$ cat src/rtl/priority_coder.sv
// priority_coder: registered lowest-set-bit encoder with a valid flag.
// A two-level tree finds the lowest non-empty group of GS bits and the
// lowest set bit inside every group, then joins the two indices.
module priority_coder #(
  parameter int unsigned N = 1024,
  parameter int unsigned M = 10
) (
  input  logic         clk_i,
  input  logic         rst_i,
  input  logic [N-1:0] data_i,
  input  logic         enable_i,
  output logic [M-1:0] data_o,
  output logic         valid_o
);

  // Local index takes the lower half of the index bits (rounded up),
  // the group index takes the rest; at least one bit each internally.
  localparam int unsigned LW = (M + 1) / 2;
  localparam int unsigned GS = 1 << LW;
  localparam int unsigned NG = N / GS;
  localparam int unsigned GW = (M > LW) ? (M - LW) : 1;

  logic [NG-1:0]    grp_any;
  logic [NG*LW-1:0] grp_loc_flat;
  logic [GW-1:0]    grp_sel;
  logic [LW-1:0]    loc_sel;
  logic             any_c;
  logic [M-1:0]     idx_c;

  for (genvar g = 0; g < NG; g++) begin : g_grp
    logic [GS-1:0] slice;
    logic [LW-1:0] loc;

    assign slice   = data_i[g*GS +: GS];
    assign grp_any[g] = |slice;
    assign grp_loc_flat[g*LW +: LW] = loc;

    // Lowest set bit within this group; scanning downward lets the lowest win.
    always_comb begin
      loc = '0;
      for (int j = int'(GS) - 1; j >= 0; j--) begin
        if (slice[j]) loc = LW'(j);
      end
    end
  end

  // Lowest non-empty group.
  always_comb begin
    grp_sel = '0;
    for (int g = int'(NG) - 1; g >= 0; g--) begin
      if (grp_any[g]) grp_sel = GW'(g);
    end
  end

  assign any_c   = |grp_any;
  assign loc_sel = grp_loc_flat[grp_sel*LW +: LW];
  assign idx_c   = (M'(grp_sel) << LW) | M'(loc_sel);

  // Output registers: reset, disable and empty input all clear index and flag.
  always_ff @(posedge clk_i) begin
    if (rst_i) begin
      data_o  <= '0;
      valid_o <= 1'b0;
    end else if (enable_i && any_c) begin
      data_o  <= idx_c;
      valid_o <= 1'b1;
    end else begin
      data_o  <= '0;
      valid_o <= 1'b0;
    end
  end

endmodule

$ cat config.mk
export PLATFORM = sky130hd
export DESIGN_NAME = priority_coder
export DESIGN_NICKNAME = d
export VERILOG_FILES = /design/src/rtl/priority_coder.sv
export SDC_FILE = /design/constraint.sdc
export NUM_CORES = 1
export LEC_CHECK = 0
export ABC_AREA = 1
export BUFFER_PORTS_ARGS = -buffer_cell sky130_fd_sc_hd__buf_2
export CAP_MARGIN = 30
export CELL_PAD_IN_SITES_DETAIL_PLACEMENT = 1
export CELL_PAD_IN_SITES_GLOBAL_PLACEMENT = 2
export CORE_AREA = 2 2 405 407
export CTS_BUF_LIST = sky130_fd_sc_hd__clkbuf_4 sky130_fd_sc_hd__clkbuf_8
export DETAILED_ROUTE_END_ITERATION = 7
export DIE_AREA = 0 0 407 409
export PLACE_DENSITY_LB_ADDON = 0.1
export SETUP_SLACK_MARGIN = 0.1
export SYNTH_ARGS = -nofsm -noshare
export SYNTH_HDL_FRONTEND = slang
export SYNTH_SLANG_ARGS = --single-unit
$ cat constraint.sdc
create_clock -name clk_i -period 7 [get_ports clk_i]
set_input_delay 0.7 -clock clk_i [delete_from_list [all_inputs] [get_ports clk_i]]
set_output_delay 0.7 -clock clk_i [all_outputs]
set_load 0.01 [all_outputs]
==> flow_metrics.env, run 1 <==
export IMPL_status="finished, final reports clean"
export IMPL_synth_area_leader_cell="sky130_fd_sc_hd__nand2_1"
export IMPL_sequentialPowerShare=0.061
export IMPL_slowest_delay_ns=0.61
export IMPL_cts_root_buffer_cell="sky130_fd_sc_hd__clkbuf_8"
export IMPL_max_vdd_drop_uv=41.71
export IMPL_totalWireLength_um=129800
export IMPL_finalWeightedCongestion=0.8261
export IMPL_internal_power_mw=0.4919
export IMPL_die_area_um2=166500
export IMPL_placement_rows=148
export IMPL_multi_input_logic_area_um2=11820
export IMPL_post_cts_setup_buffer_count=0
export IMPL_grt_setup_unrepaired="no"
export IMPL_critPathSlowestCell="sky130_fd_sc_hd__nor4_1"
export IMPL_final_period_minus_worst_setup_slack_ns=5.222
export IMPL_viasPerCell=3.699
export IMPL_clock_transition_at_path_regs_ns=0.09
export IMPL_worst_setup_start_kind="primary input"
export IMPL_synth_cell_area_um2=14310
export IMPL_cts_hold_buffers_added=0
export IMPL_ctsLongestPathBuffers=2
export IMPL_timing_setup_tns_ns=0
export IMPL_ys_top_cells_by_area="sky130_fd_sc_hd__nand2_1 (26%), sky130_fd_sc_hd__nor2_1 (25%), sky130_fd_sc_hd__inv_1 (15%)"
export IMPL_timing_critical_path_required_ns=7.17
export IMPL_synth_yosys_warnings=0
export IMPL_die_width_um=407
export IMPL_grt_antenna_before_repair=146
export IMPL_ant_nets=0
export IMPL_cp_end_kind="flop"
export IMPL_routedWlPerCell_um=19.75
export IMPL_synth_net_count=4383
export IMPL_path_common_cell="sky130_fd_sc_hd__nand2_1"
export IMPL_timing_slew_headroom=0.3534
export IMPL_power_net_switching_mw=0.5565
export IMPL_first_pass_iters=5
export IMPL_worst_hold_path_num_cells=2
export IMPL_synthArstFlopShare=0
export IMPL_worst_slew_pin_slew_ns=0.9699
export IMPL_gr_total_overflow=0
export IMPL_sw_frac_of_total=0.5308
export IMPL_grt_max_degree=78
export IMPL_tritoncts_num_buffers=3
export IMPL_grt_first_pass_wirelength_um=179500
export IMPL_layout_drive_gt1_share=0.2433
export IMPL_dr_total_vias=24310
export IMPL_hold_path_class="primary input to flop"
export IMPL_portBuffers=1037
export IMPL_final_setup_violation_count=0
export IMPL_detail_route_iter0_violations=746
export IMPL_cts_sinks=11
export IMPL_design_core_area_um2=162000
export IMPL_most_common_cell_after_layout_fill_and_taps_aside="sky130_fd_sc_hd__buf_2"
export IMPL_syn_avg_cell_area_um2=4.263
export IMPL_seq_area_um2=220.2
export IMPL_mostFrequentLayoutCells="sky130_fd_sc_hd__buf_2 (1,037), sky130_fd_sc_hd__nand2_1 (982), sky130_fd_sc_hd__nor2_1 (954)"
export IMPL_final_nets=5401
export IMPL_yosys_register_bits=11
export IMPL_fill_cells=21030
export IMPL_worst_ep_arrival_time_ns=5.39
export IMPL_drt_drc_violations_left=0
export IMPL_initial_standard_cell_utilization_of_the_core=0.08829
export IMPL_share_clk_of_total_power=0.086
export IMPL_final_slew_violations=0
export IMPL_worstSetupPathType="primary input to flop"
export IMPL_top_flip_flop_cell_by_instance_count_after_synthesis="sky130_fd_sc_hd__dfxtp_1"
export IMPL_syn_to_final_growth_pct=55.69
export IMPL_synth_enable_flop_cells=0
export IMPL_drv_cap=0
export IMPL_fin_total_pwr_mw=1.048
export IMPL_dpl_hpwl_um=123000
export IMPL_synthDistinctLibCells=24
export IMPL_grt_util_all_layers=0.1492
export IMPL_cellPowerDensity_nw_per_um2=47.07
export IMPL_combPwrFrac=0.853
export IMPL_cts_resized=0
export IMPL_critical_path_peak_fanout=45
export IMPL_die_height_um=409
export IMPL_seq_area_frac_synth=0.01539
export IMPL_cts_htree_levels=1
export IMPL_hold_violations=0
export IMPL_max_freq_mhz=191.5
export IMPL_timing_final_crit_share=0.7461
export IMPL_top_level_ports=1038
export IMPL_cts_tree="yes"
export IMPL_static_leakage_power_nw=11.67
export IMPL_first_global_vias=26140
export IMPL_post_synth_inst_count=3356
export IMPL_synth_top_cell_area_share=0.2579
## critical path, delay by kind of cell
kind          cells  cell delay (ns)
simple gates     37             4.05
buf+inv           3             0.53
## cell usage after synthesis, types with 4 or more instances
cell type / count
sky130_fd_sc_hd__nor2_1: 954
sky130_fd_sc_hd__nand4_1: 10
sky130_fd_sc_hd__o311ai_0: 6
sky130_fd_sc_hd__o31ai_1: 33
sky130_fd_sc_hd__nor2_2: 4
sky130_fd_sc_hd__o21bai_1: 70
sky130_fd_sc_hd__nand2_1: 983
sky130_fd_sc_hd__clkbuf_1: 15
sky130_fd_sc_hd__or2_2: 4
sky130_fd_sc_hd__nand3_1: 294
sky130_fd_sc_hd__o21ai_0: 131
sky130_fd_sc_hd__nor3_1: 66
sky130_fd_sc_hd__nor4_1: 34
sky130_fd_sc_hd__inv_1: 560
sky130_fd_sc_hd__a311oi_1: 26
sky130_fd_sc_hd__buf_2: 13
sky130_fd_sc_hd__a21oi_1: 120
sky130_fd_sc_hd__dfxtp_1: 11
sky130_fd_sc_hd__a31oi_1: 12
## cell families after synthesis
kind of cell           share of synthesized area
DFF                                      0.01539
AOI/OAI and AO/OA                         0.1672
and+or+nand+nor                           0.6578
buffers and inverters                     0.1596
## final timing paths
kind,from,endpoint,slack (ns)
setup / recovery,data_i[830],data_o[3]$_SDFF_PP0_,1.78
hold / removal,rst_i,valid_o$_SDFF_PP0_,0.66
## per-stage QoR
step | cells | instance area (um^2) | setup WS (ns) | hold slack [ns] | utilization
2_1_floorplan | 3356 | 14310 | 3.603 | 0.7939 | -
3_3_place_gp | 6542 | 22120 | 0.9776 | 0.9805 | 0.1365
3_5_place_dp | 6543 | 22150 | 1.088 | 0.9802 | 0.1367
4_1_cts | 6547 | 22190 | 1.385 | 0.6758 | 0.1370
5_1_grt | 6565 | 22260 | 0.9414 | 0.6834 | 0.1374
6_report | 6572 | 22270 | 1.778 | 0.6580 | 0.1375
## registers in the layout, indices dropped and copies added, names as in the netlist
register and flops:
data_o 10, valid_o 1
## layout make-up
type / instances / share of cell area
clock buffer: 4 / 0.002191
sequential: 11 / 0.009887
inverter: 561 / 0.09454
antenna: 24 / 0.002696
timing repair buffer: 1047 / 0.2378
tap: 2175 / 0.1222
multi-input combinational: 2750 / 0.5307
## routing by layer
metal,global-route usage,part of all wire,vias up
met5,0,0.0060,-
met4,0.008046,0.012,122
met3,0.04022,0.066,265
met2,0.2982,0.53,680
met1,0.1592,0.38,10710
li1,-,-,12530
## power groups by stage
stage               logic (mW)  clock network, mW  registers [mW]
global placement         0.919                  0          0.0653
detailed placement       0.918                  0          0.0653
floorplan                0.381                  0          0.0653
finish                   0.894             0.0903          0.0637
global route              1.03              0.102          0.0639
CTS                      0.922              0.101          0.0638
(Power assumes the default switching activity.)
==> run 2, diff against run 1 <==
--- a/config.mk
+++ b/config.mk
@@ -10,10 +10,10 @@
 export CAP_MARGIN = 30
 export CELL_PAD_IN_SITES_DETAIL_PLACEMENT = 1
 export CELL_PAD_IN_SITES_GLOBAL_PLACEMENT = 2
-export CORE_AREA = 2 2 405 407
+export CORE_AREA = 2 2 406 408
 export CTS_BUF_LIST = sky130_fd_sc_hd__clkbuf_4 sky130_fd_sc_hd__clkbuf_8
 export DETAILED_ROUTE_END_ITERATION = 7
-export DIE_AREA = 0 0 407 409
+export DIE_AREA = 0 0 408 410
 export PLACE_DENSITY_LB_ADDON = 0.1
 export SETUP_SLACK_MARGIN = 0.1
 export SYNTH_ARGS = -nofsm -noshare
==> constraint.sdc (replaced) <==
create_clock -name clk_i -period 4.8 [get_ports clk_i]
set_input_delay 0.48 -clock clk_i [delete_from_list [all_inputs] [get_ports clk_i]]
set_output_delay 0.48 -clock clk_i [all_outputs]
set_load 0.01 [all_outputs]
==> run 2 against run 1 <==
  * Sequential share of layout area hardly changed
  * Via count up 0.77%
  * Sequential cell count stayed put
==> flow_metrics.env, run 2 (synthesis gave the netlist of run 1 again) <==
export IMPL_hold_violations=0
export IMPL_layout_drive_gt1_share=0.2667
export IMPL_timing_critical_path_required_ns=5.00
export IMPL_largest_reg_flops=10
export IMPL_hold_path_class="primary input to flop"
export IMPL_holdCritStartpoint="rst_i"
export IMPL_fin_total_pwr_mw=1.552
export IMPL_largestRegisters="data_o: 10 flops, valid_o: 1 flops"
export IMPL_cts_htree_levels=1
export IMPL_drt_drc_violations_left=0
export IMPL_gr_total_overflow=0
export IMPL_ctsLongestPathBuffers=2
export IMPL_grt_setup_unrepaired="no"
export IMPL_worst_setup_start_kind="primary input"
export IMPL_fill_cells=21240
export IMPL_cts_root_buffer_cell="sky130_fd_sc_hd__clkbuf_8"
export IMPL_final_setup_worst_slack_ns=0.5900
export IMPL_critical_path_peak_fanout=16
export IMPL_final_period_minus_worst_setup_slack_ns=4.210
export IMPL_routedWlPerCell_um=19.35
export IMPL_largest_register="data_o"
export IMPL_clock_transition_at_path_regs_ns=0.09
export IMPL_static_leakage_power_nw=12.19
export IMPL_max_vdd_drop_uv=70.96
export IMPL_path_common_cell="sky130_fd_sc_hd__nand2_1"
export IMPL_syn_to_final_growth_pct=62.58
export IMPL_die_width_um=408
export IMPL_mostFrequentLayoutCells="sky130_fd_sc_hd__buf_2 (1,037), sky130_fd_sc_hd__nand2_1 (968), sky130_fd_sc_hd__nor2_1 (939)"
export IMPL_dr_total_vias=24500
export IMPL_die_height_um=410
export IMPL_final_setup_violation_count=0
export IMPL_max_freq_mhz=237.5
export IMPL_cp_end_kind="flop"
export IMPL_cellPowerDensity_nw_per_um2=66.74
export IMPL_final_nets=5486
export IMPL_finish_cell_count_without_fillers=6684
export IMPL_most_common_cell_after_layout_fill_and_taps_aside="sky130_fd_sc_hd__buf_2"
export IMPL_critPathSlowestCell="sky130_fd_sc_hd__nand2_1"
export IMPL_ant_nets=0
export IMPL_final_slew_violations=0
export IMPL_multi_input_logic_area_um2=11980
export IMPL_numPlacedInstances=6635
export IMPL_totalWireLength_um=129300
export IMPL_die_area_um2=167300
export IMPL_worstSetupPathType="primary input to flop"
export IMPL_tritoncts_num_buffers=3
export IMPL_drv_cap=0
export IMPL_first_pass_iters=5
export IMPL_placement_rows=149
export IMPL_initial_standard_cell_utilization_of_the_core=0.08750
export IMPL_worst_ep_arrival_time_ns=4.41
export IMPL_top_level_ports=1038
export IMPL_worst_slew_pin_slew_ns=0.7151
export IMPL_status="finished, final reports clean"
export IMPL_grt_first_pass_wirelength_um=179900
export IMPL_portBuffers=1037
export IMPL_finalWeightedCongestion=0.8170
export IMPL_startpoint="data_i[926]"
export IMPL_timing_slew_headroom=0.5215
export IMPL_grt_antenna_before_repair=123
export IMPL_timing_final_crit_share=0.8771
export IMPL_viasPerCell=3.665
export IMPL_seq_area_um2=220.2
export IMPL_grt_util_all_layers=0.1475
export IMPL_detailedPlace_worstSlack_ns=-0.6446
export IMPL_design_core_area_um2=163500
export IMPL_cts_sinks=11
export IMPL_cts_tree="yes"
export IMPL_grt_max_degree=78
export IMPL_dpl_hpwl_um=122400
export IMPL_slowest_delay_ns=0.18
export IMPL_first_global_vias=26210
export IMPL_detail_route_iter0_violations=661
[run 2: cell types whose count changed in the layout (fill, tap and decap cells not counted), moves of 6 or more]
cell / delta
sky130_fd_sc_hd__buf_12: +6
sky130_fd_sc_hd__nand2_1: -14
sky130_fd_sc_hd__nor2_1: -15
sky130_fd_sc_hd__nand2_2: +14
sky130_fd_sc_hd__nor2_2: +13
sky130_fd_sc_hd__diode_2: +13
sky130_fd_sc_hd__buf_4: +74
[run 2: through the flow]
stage	setup TNS [ns]	instance area [um^2]	hold WS, ns	util
5_1_grt	0	23220	0.3491	0.1420
3_5_place_dp	-2.400	22790	0.6619	0.1394
4_1_cts	0	22870	0.3329	0.1399
3_3_place_gp	-2.577	22780	0.8806	0.1393
6_report	0	23260	0.3524	0.1423
2_1_floorplan	0	14310	0.5739	-
[run 2: final timing paths]
kind | cells past startpoint | slack [ns] | endpoint
setup / recovery | 44 | 0.59 | data_o[0]$_SDFF_PP0_
hold / removal | 2 | 0.35 | valid_o$_SDFF_PP0_
[run 2: repair_timing]
| item | in CTS | in global routing |
|---|---|---|
| endpoints found under the setup margin | 5 | 5 |
| pin swaps | 0 | 5 |
| resized for setup | 6 | 49 |
| hold buffers | 0 | 0 |
| setup buffers | 0 | 4 |
| gates cloned | 0 | 3 |
[run 2: final cells by class]
cell class,count,share of cell area
inverter,561,0.09054
clock buffer,4,0.002098
sequential,11,0.009468
antenna,37,0.003981
multi-input combinational,2750,0.5151
timing repair buffer,1132,0.2610
tap,2189,0.1178
[run 2: worst max-delay path: cells and delay by family]
| kind | cells | cell delay [ns] |
|---|---|---|
| and+or+nand+nor | 40 | 3.38 |
| buffers and inverters | 4 | 0.53 |
[run 2: where the power goes]
part / internal, mW / leakage (nW) / switching [mW] / total (mW)
Sequential: 0.0922 / 0.0890 / 0.00103 / 0.0933
Clock: 0.0655 / 0.0264 / 0.0747 / 0.140
Combinational: 0.575 / 12.1 / 0.744 / 1.32
Total: 0.733 / 12.2 / 0.820 / 1.55
[run 2: metal layers]
layer / GRT usage / routed length (um) / share of wire
met4: 0.02388 / 2019 / 0.016
met5: 0 / 546 / 0.0042
met1: 0.1590 / 50660 / 0.39
met3: 0.04268 / 8011 / 0.062
met2: 0.2847 / 68080 / 0.53
